<file path="config.mk">
export PLATFORM = sky130hd
export DESIGN_NAME = display_controller
export DESIGN_NICKNAME = d
export VERILOG_FILES = /design/src/rtl/display_controller_pkg.sv /design/src/rtl/display_controller_hex_to_seg.sv /design/src/rtl/display_controller.sv
export SDC_FILE = /design/constraint.sdc
export NUM_CORES = 1
export LEC_CHECK = 0
export BUFFER_PORTS_ARGS = -buffer_cell sky130_fd_sc_hd__clkbuf_2
export CORE_MARGIN = 1.5
export CORE_UTILIZATION = 50
export DETAILED_ROUTE_END_ITERATION = 16
export GPL_TIMING_DRIVEN = 0
export PLACE_DENSITY_LB_ADDON = 0.1
export SYNTH_ARGS = -nofsm -noshare
export SYNTH_HDL_FRONTEND = slang
export SYNTH_SLANG_ARGS = --single-unit
export TNS_END_PERCENT = 5
</file>
<file path="constraint.sdc">
create_clock -name clk -period 4.4 [get_ports clk]
set_input_delay 0 -clock clk [delete_from_list [all_inputs] [get_ports clk]]
set_output_delay 0 -clock clk [all_outputs]
set_load 0.01 [all_outputs]
</file>
<file path="src/rtl/display_controller_pkg.sv">
// Shared encodings for the display instruction path: opcodes, FSM states and
// the active-low 7-segment "all off" pattern.
package display_controller_pkg;

    localparam logic [4:0] OP_DISP_ACC = 5'b10101;
    localparam logic [4:0] OP_DISP_REG = 5'b10110;
    localparam logic [4:0] OP_DISP_MEM = 5'b10111;
    localparam logic [4:0] OP_DISP_CLR = 5'b11000;

    localparam logic [6:0] SEG_BLANK = 7'h7F;

    typedef enum logic [1:0] {
        IDLE     = 2'd0,
        MEM_WAIT = 2'd1,
        HOLD     = 2'd2
    } disp_state_e;

endpackage

</file>
<file path="src/rtl/display_controller_hex_to_seg.sv">
// Combinational hex nibble to active-low {g,f,e,d,c,b,a} segment pattern.
module display_controller_hex_to_seg
    import display_controller_pkg::*;
(
    input  logic [3:0] nibble_i,
    output logic [6:0] seg_o
);

    always_comb begin
        seg_o = SEG_BLANK;
        case (nibble_i)
            4'h0: seg_o = 7'b1000000;
            4'h1: seg_o = 7'b1111001;
            4'h2: seg_o = 7'b0100100;
            4'h3: seg_o = 7'b0110000;
            4'h4: seg_o = 7'b0011001;
            4'h5: seg_o = 7'b0010010;
            4'h6: seg_o = 7'b0000010;
            4'h7: seg_o = 7'b1111000;
            4'h8: seg_o = 7'b0000000;
            4'h9: seg_o = 7'b0010000;
            4'hA: seg_o = 7'b0001000;
            4'hB: seg_o = 7'b0000011;
            4'hC: seg_o = 7'b1000110;
            4'hD: seg_o = 7'b0100001;
            4'hE: seg_o = 7'b0000110;
            4'hF: seg_o = 7'b0001110;
            default: seg_o = SEG_BLANK;
        endcase
    end

endmodule

</file>
<file path="src/rtl/display_controller.sv">
// Captures a 16-bit value on a display instruction, holds busy for a fixed
// window, and scans the value as 4 hex digits on a common-anode display.
module display_controller
    import display_controller_pkg::*;
#(
    parameter int REFRESH_DIV = 50000,
    parameter int HOLD_CYCLES = 100000000
) (
    input  logic        clk,
    input  logic        rst_n,
    input  logic        display,
    input  logic [4:0]  opcode,
    input  logic [15:0] acc_data,
    input  logic [15:0] reg_data,
    input  logic [15:0] mem_data,
    output logic        busy,
    output logic        done,
    output logic [3:0]  an,
    output logic [6:0]  seg,
    output logic        dp
);

    localparam int RW = (REFRESH_DIV > 1) ? $clog2(REFRESH_DIV) : 1;
    localparam int HW = $clog2(HOLD_CYCLES + 1);
    localparam logic [RW-1:0] REF_LAST  = RW'(REFRESH_DIV - 1);
    localparam logic [HW-1:0] HOLD_LOAD = HW'(HOLD_CYCLES - 1);
    // done marks the last busy cycle, so it is raised on entry when the window is one cycle
    localparam logic HOLD_DONE_ON_ENTRY = (HOLD_LOAD == '0);

    disp_state_e   state_q;
    logic [15:0]   disp_val_q;
    logic          blank_q;
    logic          busy_q;
    logic          done_q;
    logic [HW-1:0] hold_cnt_q;

    logic [RW-1:0] ref_cnt_q;
    logic [1:0]    digit_q;
    logic [3:0]    an_q;
    logic [6:0]    seg_q;

    logic [3:0]    nibble_d;
    logic [6:0]    seg_d;

    always_ff @(posedge clk or negedge rst_n) begin
        if (!rst_n) begin
            state_q    <= IDLE;
            disp_val_q <= 16'h0000;
            blank_q    <= 1'b1;
            busy_q     <= 1'b0;
            done_q     <= 1'b0;
            hold_cnt_q <= '0;
        end else begin
            done_q <= 1'b0;
            case (state_q)
                IDLE: begin
                    if (display) begin
                        case (opcode)
                            OP_DISP_ACC: begin
                                disp_val_q <= acc_data;
                                blank_q    <= 1'b0;
                                state_q    <= HOLD;
                                busy_q     <= 1'b1;
                                hold_cnt_q <= HOLD_LOAD;
                                done_q     <= HOLD_DONE_ON_ENTRY;
                            end
                            OP_DISP_REG: begin
                                disp_val_q <= reg_data;
                                blank_q    <= 1'b0;
                                state_q    <= HOLD;
                                busy_q     <= 1'b1;
                                hold_cnt_q <= HOLD_LOAD;
                                done_q     <= HOLD_DONE_ON_ENTRY;
                            end
                            OP_DISP_MEM: begin
                                state_q <= MEM_WAIT;
                                busy_q  <= 1'b1;
                            end
                            OP_DISP_CLR: begin
                                blank_q    <= 1'b1;
                                state_q    <= HOLD;
                                busy_q     <= 1'b1;
                                hold_cnt_q <= HOLD_LOAD;
                                done_q     <= HOLD_DONE_ON_ENTRY;
                            end
                            default: state_q <= IDLE;
                        endcase
                    end
                end
                MEM_WAIT: begin
                    // Memory read data arrives one cycle after the request
                    disp_val_q <= mem_data;
                    blank_q    <= 1'b0;
                    state_q    <= HOLD;
                    hold_cnt_q <= HOLD_LOAD;
                    done_q     <= HOLD_DONE_ON_ENTRY;
                end
                HOLD: begin
                    if (hold_cnt_q == '0) begin
                        state_q <= IDLE;
                        busy_q  <= 1'b0;
                    end else begin
                        hold_cnt_q <= hold_cnt_q - 1'b1;
                        done_q     <= (hold_cnt_q == HW'(1));
                    end
                end
                default: begin
                    state_q <= IDLE;
                    busy_q  <= 1'b0;
                end
            endcase
        end
    end

    assign nibble_d = 4'(disp_val_q >> {digit_q, 2'b00});

    display_controller_hex_to_seg u_hex_to_seg (
        .nibble_i (nibble_d),
        .seg_o    (seg_d)
    );

    // Scan runs free of the FSM; an/seg lag the digit index by one cycle
    always_ff @(posedge clk or negedge rst_n) begin
        if (!rst_n) begin
            ref_cnt_q <= '0;
            digit_q   <= 2'd0;
            an_q      <= 4'b1111;
            seg_q     <= SEG_BLANK;
        end else begin
            if (ref_cnt_q == REF_LAST) begin
                ref_cnt_q <= '0;
                digit_q   <= digit_q + 2'd1;
            end else begin
                ref_cnt_q <= ref_cnt_q + 1'b1;
            end
            if (blank_q) begin
                an_q  <= 4'b1111;
                seg_q <= SEG_BLANK;
            end else begin
                an_q  <= ~(4'b0001 << digit_q);
                seg_q <= seg_d;
            end
        end
    end

    assign busy = busy_q;
    assign done = done_q;
    assign an   = an_q;
    assign seg  = seg_q;
    assign dp   = 1'b1;

endmodule

</file>
==> results of run 1 <==
[synth_stat cells (5+ instances only)]
master / instances / area [sq um]
nor4_1: 13 / 81.3
ha_1: 13 / 163
mux2_2: 17 / 191
or2_2: 5 / 31.3
nand3_1: 14 / 70.1
xnor2_1: 7 / 61.3
and2_1: 6 / 37.5
o31ai_1: 11 / 82.6
nor2_1: 27 / 101
nand4_1: 5 / 31.3
nor3_1: 7 / 35.0
a31oi_1: 7 / 43.8
or4_1: 10 / 75.1
and3_1: 7 / 43.8
xor2_1: 9 / 78.8
inv_1: 10 / 37.5
mux4_2: 5 / 113
dfstp_2: 12 / 315
o21ai_0: 24 / 120
nand2_1: 35 / 131
a21oi_1: 8 / 40.0
nand2b_1: 14 / 87.6
nor2b_1: 5 / 31.3
or3_1: 9 / 56.3
dfrtp_1: 65 / 1630
mux2i_1: 21 / 210
clkbuf_1: 17 / 63.8
[logic make-up (layout without fill, tap and decap cells)]
group / after synthesis / after routing / share of synthesized area
compound gates: 72 / 72 / 0.106
fa+ha+maj: 13 / 13 / 0.0371
flops: 77 / 77 / 0.443
mux: 43 / 43 / 0.117
other cells: 1 / 1 / 0.000856
buf+inv: 32 / 121 / 0.0306
xor+xnor: 16 / 16 / 0.0320
simple gates: 178 / 178 / 0.233
[critical path, stage by stage (launching register included)]
cell	delay, ns
dfrtp_1	0.43
nor4_2	0.55
nand4_1	0.43
nor3_4	0.38
buf_2	0.30
nor4_1	0.07
or3b_2	0.45
[worst paths after layout]
kind	startpoint	cells past startpoint	slack, ns	end
max reg2reg	hold_cnt_q[5]$_DFFE_PN0P_	6	1.67	hold_cnt_q[7]$_DFFE_PN0P_
min reg2reg	ref_cnt_q[12]$_DFF_PN0_	1	0.49	ref_cnt_q[12]$_DFF_PN0_
min	mem_data[10]	4	0.002	disp_val_q[10]$_DFFE_PN0P_
max in group asynchronous	rst_n	3	3.59	an[3]$_DFF_PN1_
max	hold_cnt_q[5]$_DFFE_PN0P_	6	1.67	hold_cnt_q[7]$_DFFE_PN0P_
min in group asynchronous	rst_n	2	0.16	hold_cnt_q[3]$_DFFE_PN0P_
[flip-flops by register name, summed over array words and instances, names as in the netlist]
name,flops
done,1
state_q,2
blank_q,1
seg,7
hold_cnt_q,27
ref_cnt_q,16
disp_val_q,16
digit_q,2
busy,1
an,4
[through the flow]
stage          setup slack [ns]  cells  area (sq um)  utilization  power (mW)
2_1_floorplan              1.99    432          4380            -        1.74
3_3_place_gp               1.71    605          4850        0.582        1.96
3_5_place_dp               1.75    606          4880        0.585        2.00
4_1_cts                    1.72    626          5170        0.620        2.66
5_1_grt                    1.55    626          5170        0.620        2.85
6_report                   1.67    626          5170        0.620        2.65
[cell type report]
type                            instances  area share
Multi-Input combinational cell        323       0.446
Inverter                               10     0.00726
Tap cell                              105      0.0254
Sequential cell                        77       0.376
Clock inverter                          6      0.0211
Timing Repair Buffer                   73      0.0794
Clock buffer                           10      0.0266
Buffer                                 22      0.0186
[power by group through the flow]
stage | Sequential (mW) | Clock [mW] | Combinational [mW]
floorplan | 1.11 | 0 | 0.635
CTS | 1.12 | 0.669 | 0.877
detailed placement | 1.13 | 0 | 0.869
global placement | 1.12 | 0 | 0.842
finish | 1.12 | 0.660 | 0.873
global route | 1.15 | 0.706 | 0.987
[per-layer routing]
| layer | global-route usage | vias up | share of wire |
|---|---|---|---|
| met1 | 0.305 | 1753 | 0.48 |
| met5 | 0 | - | 0 |
| li1 | - | 1761 | - |
| met2 | 0.353 | 53 | 0.48 |
| met4 | 0.0424 | 0 | 0.0055 |
| met3 | 0.0426 | 4 | 0.033 |
==> flow_summary.json, run 1 <==
{
  "cts_made_buffers": 9,
  "rsz0062_at_grt": "false",
  "routed_via_density": 5.70,
  "dr_total_vias": 3571,
  "syn_nets": 501,
  "drive_gt1_frac": 0.261,
  "overflow": 0,
  "final_cell_mix": "67 x clkbuf_2, 65 x dfrtp_1, 35 x nand2_1, 27 x nor2_1, 24 x o21ai_0",
  "status": "complete, no violations",
  "cts_root_buf": "clkbuf_8",
  "required_ns": 4.62,
  "port_buffers": 68,
  "clock_latency_ns": 0.34,
  "p_per_area_mw_per_mm2": 513,
  "routed_wl_um": 9820,
  "vdd_drop_max_uv": 275,
  "fin_skew_ns": 0.0151,
  "io_pins": 70,
  "tns_ns": 0,
  "cts_hold_buf": 4,
  "crit_fanout": 10,
  "core_area_sq_mm": 0.00834,
  "pwr-share-clk": 0.249,
  "multi_input_area_sq_mm": 0.00230,
  "globalplace.congestion": 0.839,
  "die_x_um": 96.6,
  "async_flop_share": 1.00,
  "switching_share": 0.333,
  "p_switching_mw": 0.884,
  "first_pass_iters": 4,
  "wl_per_cell_um": 15.7,
  "grt_max_degree": 47,
  "p_leak_nw": 2.26,
  "drv_cap": 0,
  "worstMarginPinSlew_ns": 0.889,
  "synth_ff_type": "dfrtp_1",
  "syn_avg_cell_area_sq_um": 10.1,
  "final_common_cell": "clkbuf_2",
  "start_kind": "flip-flop",
  "die_y_um": 96.6,
  "initial_core_util": 0.525,
  "antenna_left": 0,
  "crit_type": "reg2reg",
  "grt_usage": 0.217,
  "yosysSeqAreaShare": 0.443,
  "register_area_sq_mm": 0.00194,
  "cts_max_level": 3,
  "cts_tree": "yes",
  "min_period_ns": 2.73,
  "slew_headroom": 0.402,
  "yosys_warnings": 0,
  "grt_pass1_wl_um": 16700,
  "grt_pass1_vias": 3463,
  "synthCells": 432,
  "hold_ws_ns": 0.00239,
  "syn_area_sq_mm": 0.00438,
  "synth_edf_count": 0,
  "critical_path_arrival_ns": 2.95,
  "cts_buffer_depth": 2,
  "cts_resized": 0,
  "synth_seq_cells": 77,
  "drc": 0,
  "synth_cell_types": 55,
  "diodes": 0,
  "die_area_sq_mm": 0.00933,
  "post_cts_buffers": 0,
  "nNetsFinal": 585,
  "final_min_period_over_clock_period": 0.620,
  "num_rows": 33,
  "p_int_mw": 1.77,
  "hold_class": "in2reg",
  "drt_iter0_markers": 198,
  "max_freq_mhz": 366,
  "finalSetupViolCount": 0,
  "seqPwrFrac": 0.422,
  "syn2layout_area_growth_pct": 18.0,
  "path_clk_slew_ns": 0.09,
  "hold_violations": 0,
  "cp-end-kind": "flip-flop",
  "drv_slew": 0,
  "hpwl_um": 7270,
  "clkSinkCount": 77,
  "combPwrFrac": 0.329,
  "antenna_found_initial": 0,
  "n_fill_cell": 704
}
Power figures use the tool's default switching activity.
==> run 2: changes to the inputs <==
==> constraint.sdc (replaced) <==
create_clock -name clk -period 2.78 [get_ports clk]
set_input_delay 0 -clock clk [delete_from_list [all_inputs] [get_ports clk]]
set_output_delay 0 -clock clk [all_outputs]
set_load 0.01 [all_outputs]
==> run 2 against run 1 <==
Maximum frequency rose by 2.9%; die area did not move; register-to-register slack got worse by 1.5 ns; critical endpoint is now hold_cnt_q[22]$_DFFE_PN0P_; largest cell class unchanged; highest routed layer unchanged.
==> flow_summary.json, run 2 (synthesized netlist as in run 1, its figures left out) <==
{
  "initial_core_util": 0.525,
  "first_pass_iters": 4,
  "critPathBufInv": 0,
  "cts_root_buf": "clkbuf_8",
  "nNetsFinal": 587,
  "rsz0062_at_grt": "false",
  "start_kind": "flip-flop",
  "diodes": 0,
  "largest_register_ffs": 27,
  "place_area_sq_mm": 0.00488,
  "reg_top3": "hold_cnt_q: 27 flops, disp_val_q: 16 flops, ref_cnt_q: 16 flops",
  "drt_iter0_markers": 226,
  "antenna_left": 0,
  "core_area_sq_mm": 0.00834,
  "drv_cap": 0,
  "num_rows": 33,
  "cts_buffer_depth": 2,
  "finalSetupViolCount": 0,
  "clock_latency_ns": 0.34,
  "syn2layout_area_growth_pct": 18.5,
  "cp_cell_sequence": "nor4_1, nand2_1, or3b_2, o31ai_1, or3b_2",
  "crit_fanout": 8,
  "critical_path_arrival_ns": 2.87,
  "port_buffers": 68,
  "hold_path_startpoint": "mem_data[10]",
  "die_area_sq_mm": 0.00933,
  "grt_pass1_vias": 3463,
  "min_period_ns": 2.65,
  "final_area_sq_mm": 0.00519,
  "dr_total_vias": 3571,
  "grt_usage": 0.217,
  "fin_skew_ns": 0.0131,
  "cp-end-kind": "flip-flop",
  "grt_pass1_wl_um": 16700,
  "drive_gt1_frac": 0.264,
  "grt_max_degree": 47,
  "cpMaxStageDelayCell": "or3b_2",
  "hold_violations": 0,
  "hold_class": "in2reg",
  "cts_tree": "yes",
  "final_cell_mix": "67 x clkbuf_2, 65 x dfrtp_1, 35 x nand2_1, 27 x nor2_1, 24 x o21ai_0",
  "p_leak_nw": 2.27,
  "status": "complete, no violations",
  "routed_via_density": 5.69,
  "utilization": 0.623,
  "hold_depth": 4,
  "vdd_drop_max_uv": 436,
  "max_freq_mhz": 377,
  "overflow": 0,
  "cpPeakStageDelay_ns": 0.60,
  "drv_slew": 0,
  "reg2reg_to": "hold_cnt_q[22]$_DFFE_PN0P_",
  "worstMarginPinSlew_ns": 0.916,
  "slew_headroom": 0.384,
  "die_y_um": 96.6,
  "rr_worst_depth": 5,
  "p_per_area_mw_per_mm2": 812,
  "final_min_period_over_clock_period": 0.954,
  "wl_per_cell_um": 15.7,
  "path_clk_slew_ns": 0.09,
  "cts_max_level": 3,
  "drc": 0,
  "globalplace.congestion": 0.839,
  "cts_made_buffers": 9,
  "routed_wl_um": 9850,
  "antenna_found_initial": 0,
  "io_pins": 70,
  "min_to": "disp_val_q[10]$_DFFE_PN0P_",
  "cp_top_family": "simple AND/OR/NAND/NOR gates",
  "crit_top_cell": "or3b_2",
  "top_register": "hold_cnt_q",
  "final_common_cell": "clkbuf_2",
  "r2r_slack_ns": 0.13,
  "hpwl_um": 7270,
  "dp_slack_ns": 0.131,
  "required_ns": 3.00,
  "tns_ns": 0,
  "regToRegStartpoint": "hold_cnt_q[7]$_DFFE_PN0P_",
  "crit_type": "reg2reg",
  "die_x_um": 96.6,
  "fin_ws_ns": 0.127,
  "clkSinkCount": 77
}
run 2: cell count changes in the layout (fill, tap and decap cells not counted):
cell,before,now
buf_4,1,3
nor4_2,1,0
nor4_4,0,1
run 2: final cells by class:
| type | instances | area, sq um |
|---|---|---|
| fillers | 702 | 3150 |
| multi-input cells | 323 | 2310 |
| flip-flops and latches | 77 | 1940 |
| repair buffers | 75 | 425 |
| clock buffers | 10 | 138 |
| well taps | 105 | 131 |
| clock inverters | 6 | 109 |
| plain buffers | 22 | 96.3 |
| inverters | 10 | 37.5 |
run 2: worst register-to-register path: stages (launching register included):
cell and delay [ns]:
dfrtp_1 0.42, nor4_1 0.55, nand2_1 0.29, or3b_2 0.61
o31ai_1 0.20, or3b_2 0.46
run 2: per-layer routing:
layer	share of wire	global-route usage	vias up
met5	0	0	-
met4	0.0067	0.0424	0
met3	0.035	0.0426	6
met2	0.48	0.353	63
met1	0.48	0.305	1741
li1	-	-	1761
run 2: report_power, final:
group,switching [mW],internal [mW],total [mW]
Combinational,0.722,0.666,1.39
Sequential,0.265,1.52,1.78
Clock,0.425,0.622,1.05
run 2: how the worst max path moves through the flow:
stage,from,endpoint,cells after the start
after floorplan,hold_cnt_q[20]$_DFFE_PN0P_,hold_cnt_q[7]$_DFFE_PN0P_,7
after global placement,hold_cnt_q[5]$_DFFE_PN0P_,hold_cnt_q[7]$_DFFE_PN0P_,6
after detailed placement,hold_cnt_q[5]$_DFFE_PN0P_,hold_cnt_q[7]$_DFFE_PN0P_,6
after CTS,hold_cnt_q[5]$_DFFE_PN0P_,hold_cnt_q[7]$_DFFE_PN0P_,6
after global routing,state_q[0]$_DFFE_PN0P_,hold_cnt_q[17]$_DFFE_PN0P_,7
final,hold_cnt_q[7]$_DFFE_PN0P_,hold_cnt_q[22]$_DFFE_PN0P_,5
run 2: what timing repair did:
item                                   in CTS  in global routing
endpoints found under the hold margin      34                  0
buffers inserted                            0                  2
resized for setup                           0                  1
setup endpoints to repair                   0                  4
hold buffers                                4                  0
run 2: metrics by stage:
stage               power [mW]  instances  hold WS, ns
global route              4.52        628      0.00217
global placement          3.11        605        0.342
CTS                       4.22        626      0.00102
detailed placement        3.16        606       0.0124
floorplan                 2.76        432       -0.296
finish                    4.22        628      0.00212
==> run 3: changes to the inputs <==
--- a/config.mk
+++ b/config.mk
@@ -6,7 +6,7 @@
 export NUM_CORES = 1
 export LEC_CHECK = 0
 export BUFFER_PORTS_ARGS = -buffer_cell sky130_fd_sc_hd__clkbuf_2
-export CORE_MARGIN = 1.5
+export CORE_MARGIN = 2
 export CORE_UTILIZATION = 50
 export DETAILED_ROUTE_END_ITERATION = 16
 export GPL_TIMING_DRIVEN = 0
==> run 3 against run 2 <==
Utilization decreased by 0.84 points; sequential share of layout area is 0.60 points lower; highest routed layer unchanged; largest power group unchanged; non-clock buffer count grew 10; largest cell class unchanged.
==> flow_summary.json, run 3 (synthesized netlist as in run 1, its figures left out) <==
{
  "status": "complete, no violations",
  "cp_cell_sequence": "or3_4, or4_4, buf_6, nor3_4, buf_2, nor4_1, or3b_2",
  "cp_top_family": "simple AND/OR/NAND/NOR gates",
  "overflow": 0,
  "cts_max_level": 3,
  "diodes": 0,
  "place_area_sq_mm": 0.00488,
  "clock_latency_ns": 0.35,
  "grt_pass1_vias": 3445,
  "first_pass_iters": 4,
  "largest_register_ffs": 27,
  "crit_fanout": 10,
  "antenna_found_initial": 0,
  "cts_root_buf": "clkbuf_8",
  "globalplace.congestion": 0.811,
  "drv_cap": 0,
  "core_area_sq_mm": 0.00859,
  "dr_total_vias": 3601,
  "grt_usage": 0.212,
  "hold_violations": 0,
  "die_area_sq_mm": 0.00953,
  "cpMaxStageDelayCell": "or4_4",
  "p_leak_nw": 2.30,
  "hold_ws_ns": 0.00863,
  "utilization": 0.614,
  "num_rows": 34,
  "drt_iter0_markers": 104,
  "critPathBufInv": 2,
  "drc": 0,
  "hold_class": "in2reg",
  "r2r_slack_ns": 0.15,
  "reg_top3": "hold_cnt_q: 27 flops, disp_val_q: 16 flops, ref_cnt_q: 16 flops",
  "cp-end-kind": "flip-flop",
  "fin_ws_ns": 0.147,
  "finalSetupViolCount": 0,
  "routed_wl_um": 9690,
  "dp_slack_ns": 0.0935,
  "wl_per_cell_um": 15.1,
  "antenna_left": 0,
  "path_clk_slew_ns": 0.08,
  "final_min_period_over_clock_period": 0.947,
  "cpPeakStageDelay_ns": 0.48,
  "cts_made_buffers": 9,
  "drive_gt1_frac": 0.261,
  "syn2layout_area_growth_pct": 20.5,
  "worstMarginPinSlew_ns": 0.921,
  "grt_max_degree": 41,
  "hpwl_um": 6880,
  "critical_path_arrival_ns": 2.86,
  "grt_pass1_wl_um": 16500,
  "max_freq_mhz": 380,
  "final_common_cell": "clkbuf_2",
  "die_x_um": 97.6,
  "fin_skew_ns": 0.0100,
  "top_register": "hold_cnt_q",
  "cts_buffer_depth": 2,
  "p_per_area_mw_per_mm2": 784,
  "tns_ns": 0,
  "drv_slew": 0,
  "port_buffers": 68,
  "initial_core_util": 0.510,
  "io_pins": 70,
  "final_cell_mix": "67 x clkbuf_2, 65 x dfrtp_1, 35 x nand2_1, 27 x nor2_1, 24 x o21ai_0",
  "die_y_um": 97.6,
  "vdd_drop_max_uv": 435,
  "clkSinkCount": 77,
  "slew_headroom": 0.380,
  "rsz0062_at_grt": "false",
  "min_period_ns": 2.63,
  "final_area_sq_mm": 0.00528,
  "cts_tree": "yes",
  "required_ns": 3.01,
  "crit_type": "reg2reg",
  "start_kind": "flip-flop",
  "n_fill_cell": 736,
  "routed_via_density": 5.62,
  "nNetsFinal": 597
}
run 3: cell type report:
type / count / area, sq um / share of cell area
clock buffer: 10 / 138 / 0.0261
buffer: 22 / 96.3 / 0.0183
sequential: 77 / 1940 / 0.368
timing repair buffer: 85 / 518 / 0.0982
multi-input combinational: 323 / 2320 / 0.440
tap: 108 / 135 / 0.0256
inverter: 10 / 37.5 / 0.00711
clock inverter: 6 / 86.3 / 0.0164
run 3: through the flow:
stage | instances | power (mW)
after floorplan | 432 | 2.76
after global placement | 608 | 3.10
after detailed placement | 609 | 3.16
after CTS | 639 | 4.14
after global routing | 641 | 4.44
final | 641 | 4.14
run 3: worst min-delay path, delay by kind of cell:
kind,cells,cell delay [ns]
simple gates,1,0.03
buf+inv,1,0.07
mux,1,0.15
compound gates,1,0.07
run 3: path summary, 6_finish.rpt:
check | from | to | cells past startpoint
worst max-delay path | hold_cnt_q[20]$_DFFE_PN0P_ | hold_cnt_q[7]$_DFFE_PN0P_ | 7
worst min-delay path | mem_data[2] | disp_val_q[2]$_DFFE_PN0P_ | 4
worst max register to register | hold_cnt_q[20]$_DFFE_PN0P_ | hold_cnt_q[7]$_DFFE_PN0P_ | 7
worst min register to register | ref_cnt_q[0]$_DFF_PN0_ | ref_cnt_q[0]$_DFF_PN0_ | 1
max in group asynchronous | rst_n | an[2]$_DFF_PN1_ | 3
min in group asynchronous | rst_n | hold_cnt_q[7]$_DFFE_PN0P_ | 2
run 3: power by group:
group | internal [mW] | switching, mW
registers | 1.52 | 0.278
clock network | 0.529 | 0.425
logic | 0.677 | 0.714
run 3: what timing repair did:
item / in CTS / in global routing
gates resized for setup: 0 / 3
hold buffers: 14 / 0
endpoints found under the setup margin: 0 / 11
hold endpoints to repair: 42 / 0
buffers inserted: 0 / 2
run 3: per-layer routing:
metal	track usage	up-vias	part of all wire
met1	0.294	1748	0.47
met4	0.0780	0	0.016
met5	0	-	0
li1	-	1781	-
met2	0.343	60	0.48
met3	0.0281	12	0.030
